<file path="src/rtl/axi4l_sys_bus_bridge.sv">
// AXI4-Lite slave to single-cycle-strobe system-bus master bridge.
// One transaction in flight; alternating read/write priority and a bus response timeout.
module axi4l_sys_bus_bridge #(
   parameter int DW  = 32,
   parameter int AW  = 32,
   parameter int TMO = 255
) (
   input  logic            clk,
   input  logic            rstn,
   input  logic [AW-1:0]   awaddr,
   input  logic            awvalid,
   output logic            awready,
   input  logic [DW-1:0]   wdata,
   input  logic [DW/8-1:0] wstrb,
   input  logic            wvalid,
   output logic            wready,
   output logic [1:0]      bresp,
   output logic            bvalid,
   input  logic            bready,
   input  logic [AW-1:0]   araddr,
   input  logic            arvalid,
   output logic            arready,
   output logic [DW-1:0]   rdata,
   output logic [1:0]      rresp,
   output logic            rvalid,
   input  logic            rready,
   output logic            bus_wen,
   output logic            bus_ren,
   output logic [AW-1:0]   bus_addr,
   output logic [DW-1:0]   bus_wdata,
   input  logic [DW-1:0]   bus_rdata,
   input  logic            bus_ack,
   input  logic            bus_err
);

   localparam logic [2:0]  IDLE = 3'd0;
   localparam logic [2:0]  WBUS = 3'd1;
   localparam logic [2:0]  BRSP = 3'd2;
   localparam logic [2:0]  RBUS = 3'd3;
   localparam logic [2:0]  RRSP = 3'd4;

   localparam logic [1:0]  RESP_OKAY   = 2'b00;
   localparam logic [1:0]  RESP_SLVERR = 2'b10;

   // Counter value seen in the last permitted wait cycle (the strobe cycle counts as the first).
   localparam logic [15:0] TMO_LAST = 16'(TMO - 1);

   logic [2:0]    state_q, state_d;
   logic          bus_wen_q, bus_wen_d;
   logic          bus_ren_q, bus_ren_d;
   logic [AW-1:0] bus_addr_q, bus_addr_d;
   logic [DW-1:0] bus_wdata_q, bus_wdata_d;
   logic [1:0]    bresp_q, bresp_d;
   logic [1:0]    rresp_q, rresp_d;
   logic [DW-1:0] rdata_q, rdata_d;
   logic          bvalid_q, bvalid_d;
   logic          rvalid_q, rvalid_d;
   logic          last_wr_q, last_wr_d;
   logic [15:0]   tmo_cnt_q, tmo_cnt_d;

   logic          wr_req, rd_req, grant_wr, grant_rd;
   logic          bus_done;
   logic [1:0]    bus_code;

   // A pending request of one type wins outright; a tie goes to the type not served last.
   always_comb begin
      wr_req   = awvalid & wvalid;
      rd_req   = arvalid;
      grant_wr = (state_q == IDLE) && wr_req && (!rd_req || !last_wr_q);
      grant_rd = (state_q == IDLE) && rd_req && (!wr_req || last_wr_q);
      bus_done = bus_ack | bus_err | (tmo_cnt_q == TMO_LAST);
      bus_code = (bus_err | ~bus_ack) ? RESP_SLVERR : RESP_OKAY;
   end

   assign awready   = grant_wr;
   assign wready    = grant_wr;
   assign arready   = grant_rd;
   assign bus_wen   = bus_wen_q;
   assign bus_ren   = bus_ren_q;
   assign bus_addr  = bus_addr_q;
   assign bus_wdata = bus_wdata_q;
   assign bresp     = bresp_q;
   assign rresp     = rresp_q;
   assign rdata     = rdata_q;
   assign bvalid    = bvalid_q;
   assign rvalid    = rvalid_q;

   always_comb begin
      // NOTE: every signal is given a default before the case so no latch can be inferred.
      state_d     = state_q;
      bus_wen_d   = 1'b0;
      bus_ren_d   = 1'b0;
      bus_addr_d  = bus_addr_q;
      bus_wdata_d = bus_wdata_q;
      bresp_d     = bresp_q;
      rresp_d     = rresp_q;
      rdata_d     = rdata_q;
      bvalid_d    = bvalid_q;
      rvalid_d    = rvalid_q;
      last_wr_d   = last_wr_q;
      tmo_cnt_d   = tmo_cnt_q;

      case (state_q)
         IDLE: begin
            if (grant_wr) begin
               last_wr_d   = 1'b1;
               bus_addr_d  = awaddr;
               bus_wdata_d = wdata;
               tmo_cnt_d   = '0;
               if (&wstrb) begin
                  bus_wen_d = 1'b1;
                  state_d   = WBUS;
               end else begin
                  // Partial writes are refused without touching the bus.
                  bresp_d  = RESP_SLVERR;
                  bvalid_d = 1'b1;
                  state_d  = BRSP;
               end
            end else if (grant_rd) begin
               last_wr_d  = 1'b0;
               bus_addr_d = araddr;
               bus_ren_d  = 1'b1;
               tmo_cnt_d  = '0;
               state_d    = RBUS;
            end
         end
         WBUS: begin
            if (bus_done) begin
               bresp_d  = bus_code;
               bvalid_d = 1'b1;
               state_d  = BRSP;
            end else begin
               tmo_cnt_d = tmo_cnt_q + 16'd1;
            end
         end
         RBUS: begin
            if (bus_done) begin
               rresp_d  = bus_code;
               rdata_d  = (bus_ack & ~bus_err) ? bus_rdata : '0;
               rvalid_d = 1'b1;
               state_d  = RRSP;
            end else begin
               tmo_cnt_d = tmo_cnt_q + 16'd1;
            end
         end
         BRSP: begin
            if (bready) begin
               bvalid_d = 1'b0;
               state_d  = IDLE;
            end
         end
         RRSP: begin
            if (rready) begin
               rvalid_d = 1'b0;
               state_d  = IDLE;
            end
         end
         default: state_d = IDLE;
      endcase
   end

   // NOTE: registers update only with non-blocking assignments so all flops sample the same cycle's values.
   always_ff @(posedge clk or negedge rstn) begin
      if (!rstn) begin
         state_q     <= IDLE;
         bus_wen_q   <= 1'b0;
         bus_ren_q   <= 1'b0;
         bus_addr_q  <= '0;
         bus_wdata_q <= '0;
         bresp_q     <= RESP_OKAY;
         rresp_q     <= RESP_OKAY;
         rdata_q     <= '0;
         bvalid_q    <= 1'b0;
         rvalid_q    <= 1'b0;
         last_wr_q   <= 1'b1;
         tmo_cnt_q   <= '0;
      end else begin
         state_q     <= state_d;
         bus_wen_q   <= bus_wen_d;
         bus_ren_q   <= bus_ren_d;
         bus_addr_q  <= bus_addr_d;
         bus_wdata_q <= bus_wdata_d;
         bresp_q     <= bresp_d;
         rresp_q     <= rresp_d;
         rdata_q     <= rdata_d;
         bvalid_q    <= bvalid_d;
         rvalid_q    <= rvalid_d;
         last_wr_q   <= last_wr_d;
         tmo_cnt_q   <= tmo_cnt_d;
      end
   end

endmodule

</file>
<file path="config.mk">
export PLATFORM = sky130hd
export DESIGN_NAME = axi4l_sys_bus_bridge
export DESIGN_NICKNAME = d
export VERILOG_FILES = /design/src/rtl/axi4l_sys_bus_bridge.sv
export SDC_FILE = /design/constraint.sdc
export NUM_CORES = 1
export LEC_CHECK = 0
export BUFFER_PORTS_ARGS = -buffer_cell sky130_fd_sc_hd__clkbuf_2
export CORE_UTILIZATION = 50
export CTS_CLUSTER_DIAMETER = 60
export DETAILED_ROUTE_END_ITERATION = 12
export PLACE_DENSITY = 0.87
export RECOVER_POWER = 100
export SYNTH_ARGS = -nofsm -noshare
export SYNTH_HDL_FRONTEND = slang
export SYNTH_SLANG_ARGS = --single-unit
</file>
<file path="constraint.sdc">
create_clock -name clk -period 5.2 [get_ports clk]
set_input_delay 1.3 -clock clk [delete_from_list [all_inputs] [get_ports clk]]
set_output_delay 1.3 -clock clk [all_outputs]
set_load 0.03 [all_outputs]
</file>
==> impl_metrics.py, run 1 <==
metrics = {
    "critical_path": {
        "cp_max_fo": 3,
        "cp_slowest_cell": "clkbuf_1",
        "reg2reg_to": "rdata[31]",
        "crit_chain": "clkbuf_1, nand2_1, a21o_1, or2_2, inv_1, clkbuf_1",
        "end_kind": "output port",
        "r2r_start": "tmo_cnt_q[11]",
        "reg2reg_slack_ns": 1.60,
        "cp-start-kind": "input port",
        "critical_path_class": "in -> out",
        "max_stage_delay_ns": 0.35,
        "path_buf_inv": 3,
        "r2r_cells": 5,
        "path_delay_family": "buffers and inverters",
        "required_ns": 3.90,
        "critPathArrivalTime_ns": 2.40,
        "crit_path_frequent_cell": "clkbuf_1",
    },
    "routing": {
        "drt_wl_total_mm": 13.46,
        "via_count": 4440,
        "antenna_left": 0,
        "drc_errors": 0,
        "drtPass1Iterations": 4,
        "drt_iter0_drc": 276,
        "routedWlPerCell_um": 16.41,
        "vias_per_cell": 5.415,
    },
    "place": {
        "io_buffers": 245,
        "place_congestion": 0.8617,
        "hpwlAfterDp_mm": 9.510,
    },
    "timing": {
        "final.min_clock_period_ns": 3.703,
        "worst_pin_slew_ns": 2.088,
        "fmax_ghz": 0.2701,
        "fin_setup_tns_ns": 0,
        "fin_skew_ns": 0.01105,
        "period_share_pct": 71.21,
        "rsz0062_at_grt": "false",
        "drv_slew": 155,
        "holdWs_ns": 0.4799,
        "setup_viol": 0,
        "slew_headroom_pct": -39.22,
        "hold_viol_final": 0,
    },
    "clock_network": {
        "clock_sinks": 122,
        "clock_latency_ns": 0.51,
        "clockRootBuffer": "clkbuf_8",
        "cts_buffers": 17,
        "cts_buffer_depth": 2,
        "tritoncts": "built",
        "ctsResizeCount": 0,
        "post_cts_buffers": 0,
        "hold_buffers": 0,
        "path_clk_slew_ns": 0.06,
        "h-tree-depth": 4,
    },
    "synthesis": {
        "ys_seq_area_share_pct": 58.78,
        "synthCells": 435,
        "yosys_warnings": 0,
        "synth.distinct_cells": 44,
        "synth.largest_area_cell": "dfrtp_1",
        "ys_top_cells_by_area": "dfrtp_1, mux2_2, mux2i_1",
        "synth.cell_area_um2": 5196,
        "synthTopCellsByCount": "dfrtp_1, nand2_1, o21ai_0",
        "avgSynthCellArea_um2": 11.95,
        "yosys_register_bits": 122,
        "synth_edf_count": 0,
        "yosys.cell_count.top_type": "dfrtp_1",
        "yosysTopAreaCellShare_pct": 58.27,
        "async_reset_ff_share_pct": 100.0,
        "synth_ff_type": "dfrtp_1",
    },
    "final_layout": {
        "syn2layout_area_growth_pct": 32.82,
        "drive_above_1_share_pct": 30.28,
        "fin_nets": 817,
        "fillCellCount": 765,
        "multi_input_area_um2": 1929,
        "regArea_um2": 3054,
        "diodes": 0,
        "fin_util_pct": 69.65,
    },
    "run_status": {
        "status": "complete, but fails checks",
        "violations": "max-capacitance violations, max-slew violations",
    },
    "hold_path": {
        "hold_path_class": "reg -> reg",
        "min_path_cells": 2,
        "min-delay-start": "bus_addr[22]",
        "min_to": "bus_addr[22]",
    },
    "floorplan": {
        "initial_core_util_pct": 52.44,
        "chipHeight_um": 103.9,
        "num_rows": 36,
        "die_width_um": 103.9,
        "dieArea_um2": 10800,
        "fp.coreArea_um2": 9910,
        "pin_count": 248,
    },
    "global_route": {
        "grt_pass1_wl_mm": 21.84,
        "grt_pass1_vias": 4514,
        "antenna_found_initial": 0,
        "grt_usage_pct": 25.90,
        "grt_overflow_total": 0,
        "grt_max_degree": 87,
    },
    "power": {
        "vdd_drop_max_mv": 0.3395,
        "powerDensity_nw_per_um2": 647.9,
        "leakage_nw": 3.484,
    },
    "job": {
        "maxCapViolCount": 2,
    },
}
## cells by family after synthesis
| group | after synthesis | synth area share [%] |
|---|---|---|
| other | 1 | 0.07217 |
| buffers and inverters | 35 | 3.564 |
| and+or+nand+nor | 105 | 10.38 |
| AOI/OAI and AO/OA | 100 | 12.57 |
| DFF | 122 | 58.78 |
| adders and majority gates | 2 | 0.4815 |
| xor gates and xnor gates | 4 | 0.6741 |
| muxes | 66 | 13.48 |
## cells in the final DEF, fill, tap and decap left out, drive strengths merged, types with 3 or more instances in the layout
cell      instances
xnor2             4
or3               7
nor3              4
inv               9
clkbuf          266
nand4             4
a31oi             4
dfrtp           121
nor2             15
nor2b             3
clkinvlp          3
nand2b            3
mux2             32
and3              4
clkinv            3
o21ai            46
nand3             8
bufinv            3
nand2            46
mux2i            34
a21oi             9
a22o             32
## stage by stage
step | worst slack [ns] | total power, W | instance area, um^2 | cells
global route | 1.261 | 0.004701 | 6902 | 820
finish | 1.497 | 0.004472 | 6902 | 820
CTS | 1.721 | 0.004586 | 7074 | 820
global placement | 1.794 | 0.003289 | 6457 | 788
floorplan | 1.229 | 0.002792 | 5200 | 436
detailed placement | 1.777 | 0.003362 | 6457 | 788
## worst max-delay path by stage
stage | start | endpoint | slack, ns | cells after the start
global route | tmo_cnt_q[11] | rdata[13] | 1.26 | 5
floorplan | awvalid | wready | 1.23 | 8
CTS | awvalid | wready | 1.72 | 6
finish | awvalid | wready | 1.50 | 6
global placement | awvalid | awready | 1.79 | 6
detailed placement | awvalid | wready | 1.78 | 6
## worst min-delay path: stages, from the launching register on
cell,delay (ns)
dfrtp_1,0.34
nand2_1,0.04
o21ai_0,0.06
## layer usage
metal  vias to the layer above  wire length [um]  GRT usage [%]
li1                       2037                 -              -
met2                       254              6794          44.95
met1                      2107              5174          29.09
met4                         0               441          13.67
met5                         -                 0              0
met3                        42              1044          7.018
## flip-flops by register name, summed over array words and instances, names as in the netlist
signal	cells
bus_addr	32
bus_wdata	32
rdata	32
tmo_cnt_q	16
state_q	3
bresp	1
bus_ren	1
bus_wen	1
bvalid	1
last_wr_q	1
rresp	1
rvalid	1
## layout make-up
cell class,instances,share of cell area (%)
Multi-Input combinational cell,279,27.96
Clock inverter,12,2.339
Tap cell,133,2.411
Clock buffer,20,6.599
Sequential cell,122,44.25
Inverter,6,0.3263
Timing Repair Buffer,248,16.12
## power breakdown
group | internal [W] | switching [W]
clock | 0.000773 | 0.000427
sequential | 0.00132 | 0.000223
combinational | 0.000494 | 0.00124
total | 0.00258 | 0.00189
No activity file was read; power rests on OpenSTA's default activity.
==> run 2: changes to the inputs <==
CORE_UTILIZATION = 42   (was 50)
PLACE_DENSITY = 0.79   (was 0.87)
clock period = 3 ns   (was 5.2 ns; I/O delays follow)
==> run 2 against run 1 <==
Net effect:
- highest routed layer unchanged
- worst hold slack lost 0.0058 ns
- worst setup slack got worse by 1.2 ns
- global-route usage down 5.6 points
- the flow now finishes without violations
- via count shrank 2.6%
- sequential power up 72%
- final area increased by 0.51%
- clock skew fell by 0.0040 ns
- clock-buffer cell count rose by 3
==> impl_metrics.py, run 2 (same netlist as run 1, synthesis figures left out) <==
metrics = {
    "run_status": {
        "status": "finished, final reports clean",
    },
    "timing": {
        "fin_skew_ns": 0.007073,
        "final.min_clock_period_ns": 2.713,
        "hold_viol_final": 0,
        "setup_viol": 0,
        "rsz0062_at_grt": "false",
        "drv_slew": 0,
        "fin_setup_tns_ns": 0,
        "period_share_pct": 90.42,
        "worst_pin_slew_ns": 1.276,
        "setup_ws_ns": 0.2874,
        "slew_headroom_pct": 14.95,
        "fmax_ghz": 0.3686,
    },
    "clock_network": {
        "cts_buffers": 17,
        "tritoncts": "built",
        "clockRootBuffer": "clkbuf_16",
        "post_cts_buffers": 0,
        "clock_sinks": 122,
        "clock_latency_ns": 0.40,
        "path_clk_slew_ns": 0.05,
        "ctsResizeCount": 0,
        "h-tree-depth": 4,
        "hold_buffers": 0,
        "cts_buffer_depth": 2,
    },
    "job": {
        "maxCapViolCount": 0,
    },
    "final_layout": {
        "fin_nets": 821,
        "layout_commonest_cell": "clkbuf_2",
        "drive_above_1_share_pct": 30.77,
        "fin_util_pct": 57.75,
        "final_cell_mix": "clkbuf_2, dfrtp_1, clkbuf_1, nand2_1, o21ai_0",
        "diodes": 0,
        "syn2layout_area_growth_pct": 33.49,
        "fillCellCount": 1081,
    },
    "routing": {
        "drt_iter0_drc": 178,
        "drc_errors": 0,
        "vias_per_cell": 5.175,
        "drt_wl_total_mm": 12.85,
        "antenna_left": 0,
        "drtPass1Iterations": 4,
        "via_count": 4326,
        "routedWlPerCell_um": 15.38,
    },
    "power": {
        "sequentialPowerShare_pct": 34.9,
        "leakage_nw": 3.501,
        "switchingPower_w": 0.003167,
        "p_int_w": 0.004438,
        "powerDensity_nw_per_um2": 1096,
        "power_frac_comb_pct": 39.0,
        "switching_share_pct": 41.64,
        "power_frac_clock_pct": 26.1,
        "vdd_drop_max_mv": 0.4992,
    },
    "critical_path": {
        "crit_chain": "or3_1, or2_0, inv_1, clkbuf_2",
        "cp_slowest_cell": "or3_1",
        "critPathArrivalTime_ns": 1.96,
        "cp-start-kind": "flip-flop",
        "path_buf_inv": 2,
        "critical_path_class": "reg -> out",
        "required_ns": 2.25,
        "max_stage_delay_ns": 0.50,
        "path_delay_family": "simple AND/OR/NAND/NOR gates",
        "cp_max_fo": 10,
        "end_kind": "output port",
    },
    "floorplan": {
        "num_rows": 40,
        "dieArea_um2": 12820,
        "chipHeight_um": 113.2,
        "pin_count": 248,
        "initial_core_util_pct": 43.26,
        "fp.coreArea_um2": 12010,
        "die_width_um": 113.2,
    },
    "hold_path": {
        "hold_path_class": "reg -> reg",
    },
    "place": {
        "post-place-ws_ns": 0.4939,
        "hpwlAfterDp_mm": 9.509,
        "io_buffers": 245,
        "place_congestion": 0.8251,
    },
    "global_route": {
        "grt_usage_pct": 20.32,
        "grt_max_degree": 70,
        "grt_pass1_vias": 4312,
        "grt_overflow_total": 0,
        "antenna_found_initial": 0,
        "grt_pass1_wl_mm": 20.36,
    },
}
[run 2: cell type report]
cell class | count | area (um^2) | share of cell area [%]
Timing Repair Buffer | 252 | 1140 | 16.43
Sequential cell | 122 | 3054 | 44.03
Inverter | 6 | 22.52 | 0.3247
Multi-Input combinational cell | 279 | 1957 | 28.21
Clock buffer | 23 | 488.0 | 7.035
Tap cell | 147 | 183.9 | 2.652
Clock inverter | 7 | 91.34 | 1.317
[run 2: final timing paths]
kind,start,endpoint,slack (ns),cells past startpoint
max,state_q[0],awready,0.29,4
min,bus_addr[8],bus_addr[8],0.47,2
max reg2reg,tmo_cnt_q[11],rdata[15],0.49,5
min reg2reg,bus_addr[8],bus_addr[8],0.47,2
max in group asynchronous,rstn,rdata[26],0.60,2
min in group asynchronous,rstn,bus_addr[0],0.61,1
[run 2: stage by stage]
| step | power, W | hold slack (ns) | std cells | instance area (um^2) |
|---|---|---|---|---|
| after floorplan | 0.004839 | 0.4494 | 436 | 5200 |
| after global placement | 0.005742 | 0.4592 | 806 | 6530 |
| after detailed placement | 0.005839 | 0.4700 | 806 | 6530 |
| after CTS | 0.007856 | 0.3890 | 836 | 7109 |
| after global routing | 0.008042 | 0.5099 | 836 | 6937 |
| final | 0.007604 | 0.4742 | 836 | 6937 |
[run 2: layer usage]
| metal | GRT usage, % | share of wire, % | vias up |
|---|---|---|---|
| li1 | - | - | 2042 |
| met5 | 0 | 0 | - |
| met1 | 23.09 | 41 | 2074 |
| met4 | 9.123 | 1.6 | 0 |
| met2 | 35.46 | 51 | 189 |
| met3 | 5.892 | 6.4 | 21 |
[run 2: power groups by stage]
stage	sequential [W]	clock [W]	combinational [W]
4_1_cts	0.00266	0.00203	0.00316
2_1_floorplan	0.00379	0	0.00105
6_report	0.00265	0.00198	0.00297
5_1_grt	0.00274	0.00210	0.00320
3_3_place_gp	0.00265	0	0.00309
3_5_place_dp	0.00268	0	0.00316
[run 2: tightest hold or removal path, cell delays in order (launching register included)]
cell and delay (ns):
dfrtp_1 0.34, nand2_1 0.04, o21ai_0 0.06
==> run 3: changes to the inputs <==
CORE_UTILIZATION = 46   (was 42)
PLACE_DENSITY = 0.82   (was 0.79)
clock period = 2.5 ns   (was 3 ns; I/O delays follow)
==> run 3 against run 2 <==
Net effect:
- the run now ends with max-capacitance violations, max-slew violations left
- sequential cell count did not move
- combinational power rose by 24%
- routed wire length grew 1.2%
- worst setup slack lost 0.20 ns
- clock-buffer cell count decreased by 2
- die area down 8.5%
- final area increased by 0.92%
- cell count is 0.24% lower
- clock power is 22% higher
- critical path depth stayed put
==> impl_metrics.py, run 3 (same netlist as run 1, synthesis figures left out) <==
metrics = {
    "run_status": {
        "status": "complete, but fails checks",
        "violations": "max-capacitance violations, max-slew violations",
    },
    "final_layout": {
        "final_cell_mix": "clkbuf_2, dfrtp_1, clkbuf_1, nand2_1, o21ai_0",
        "diodes": 0,
        "syn2layout_area_growth_pct": 34.72,
        "fin_cells": 834,
        "multi_input_area_um2": 1966,
        "drive_above_1_share_pct": 31.84,
        "layout_commonest_cell": "clkbuf_2",
        "fin_area_um2": 7000,
        "fillCellCount": 925,
        "regArea_um2": 3055,
        "fin_nets": 826,
    },
    "global_route": {
        "grt_max_degree": 123,
        "grt_usage_pct": 22.87,
        "grt_pass1_vias": 4324,
        "grt_pass1_wl_mm": 20.33,
        "grt_overflow_total": 0,
        "antenna_found_initial": 0,
    },
    "place": {
        "io_buffers": 245,
        "place_inst": 803,
        "dpl_cell_area_um2": 6555,
        "post-place-ws_ns": 0.2170,
        "place_congestion": 0.8487,
        "hpwlAfterDp_mm": 9.406,
    },
    "floorplan": {
        "fp.coreArea_um2": 10940,
        "pin_count": 248,
        "die_width_um": 108.3,
        "chipHeight_um": 108.3,
        "num_rows": 38,
        "dieArea_um2": 11730,
        "initial_core_util_pct": 47.52,
    },
    "hold_path": {
        "min-delay-start": "bus_rdata[0]",
        "min_to": "rdata[0]",
        "hold_path_class": "in -> reg",
        "min_path_cells": 2,
    },
    "critical_path": {
        "r2r_cells": 5,
        "reg2reg_to": "rdata[14]",
        "cp_max_fo": 7,
        "crit_chain": "or3_4, or2_4, clkinvlp_4, buf_2",
        "cp-start-kind": "flip-flop",
        "cp_slowest_cell": "dfrtp_1",
        "startpoint": "state_q[2]",
        "required_ns": 1.88,
        "critPathArrivalTime_ns": 1.79,
        "r2r_start": "tmo_cnt_q[11]",
        "reg2reg_slack_ns": 0.14,
        "max_stage_delay_ns": 0.45,
        "end_kind": "output port",
        "critical_path_class": "reg -> out",
    },
    "timing": {
        "fmax_ghz": 0.4139,
        "rsz0062_at_grt": "false",
        "drv_slew": 123,
        "final.min_clock_period_ns": 2.416,
        "slew_headroom_pct": -8.052,
        "worst_pin_slew_ns": 1.621,
        "setup_ws_ns": 0.08416,
        "hold_viol_final": 0,
        "fin_skew_ns": 0.005871,
        "setup_viol": 0,
        "period_share_pct": 96.63,
    },
    "power": {
        "leakage_nw": 3.527,
        "powerDensity_nw_per_um2": 1321,
        "vdd_drop_max_mv": 0.9111,
    },
    "routing": {
        "routedWlPerCell_um": 15.59,
        "drc_errors": 0,
        "drt_iter0_drc": 224,
        "drt_wl_total_mm": 13.01,
        "via_count": 4348,
        "vias_per_cell": 5.213,
        "drtPass1Iterations": 4,
        "antenna_left": 0,
    },
    "clock_network": {
        "h-tree-depth": 4,
        "cts_buffers": 17,
        "cts_buffer_depth": 2,
        "tritoncts": "built",
        "clock_sinks": 122,
        "path_clk_slew_ns": 0.05,
        "clockRootBuffer": "clkbuf_16",
        "clock_latency_ns": 0.41,
    },
    "job": {
        "maxCapViolCount": 1,
    },
}
-- run 3: routing by layer --
metal	vias to the layer above	wire, um	track usage (%)
li1	2056	-	-
met1	2077	5041	25.55
met2	189	6752	39.22
met3	26	900	5.967
met4	0	312	13.61
met5	-	0	0
-- run 3: what timing repair did --
item	in CTS	in global routing
resized for setup	4	0
hold buffers	0	0
setup buffers	1	0
endpoints found under the setup margin	2	0
-- run 3: report_power, final --
group	internal (W)	switching, W	total, W
registers	0.00274	0.000420	0.00316
logic	0.00108	0.00259	0.00368
clock network	0.00160	0.000810	0.00241
-- run 3: layout make-up --
cell class,instances,share of cell area [%]
clock buffer,21,6.577
clock inverter,9,1.752
inverter,6,0.3753
multi-input combinational,279,28.08
sequential,122,43.65
tap,140,2.502
timing repair buffer,257,17.07
-- run 3: how the worst max path moves through the flow --
stage / depth (start not counted) / endpoint
6_report: 4 / wready
5_1_grt: 4 / wready
2_1_floorplan: 9 / wready
4_1_cts: 4 / awready
3_5_place_dp: 5 / rdata[8]
3_3_place_gp: 5 / tmo_cnt_q[14]
-- run 3: stage by stage --
step	total power (W)	hold WS, ns	utilization, %	TNS (ns)
2_1_floorplan	0.005843	0.3294	-	-0.01197
3_3_place_gp	0.006913	0.4623	59.94	0
3_5_place_dp	0.007058	0.4727	59.94	0
4_1_cts	0.009523	0.3409	65.45	0
5_1_grt	0.009781	0.4217	64.02	0
6_report	0.009246	0.4292	64.02	0
-- run 3: worst max-delay path, delay by kind of cell (launching register included) --
family / cells / cell delay (ns)
simple gates: 2 / 0.67
flops: 1 / 0.45
buf+inv: 2 / 0.27
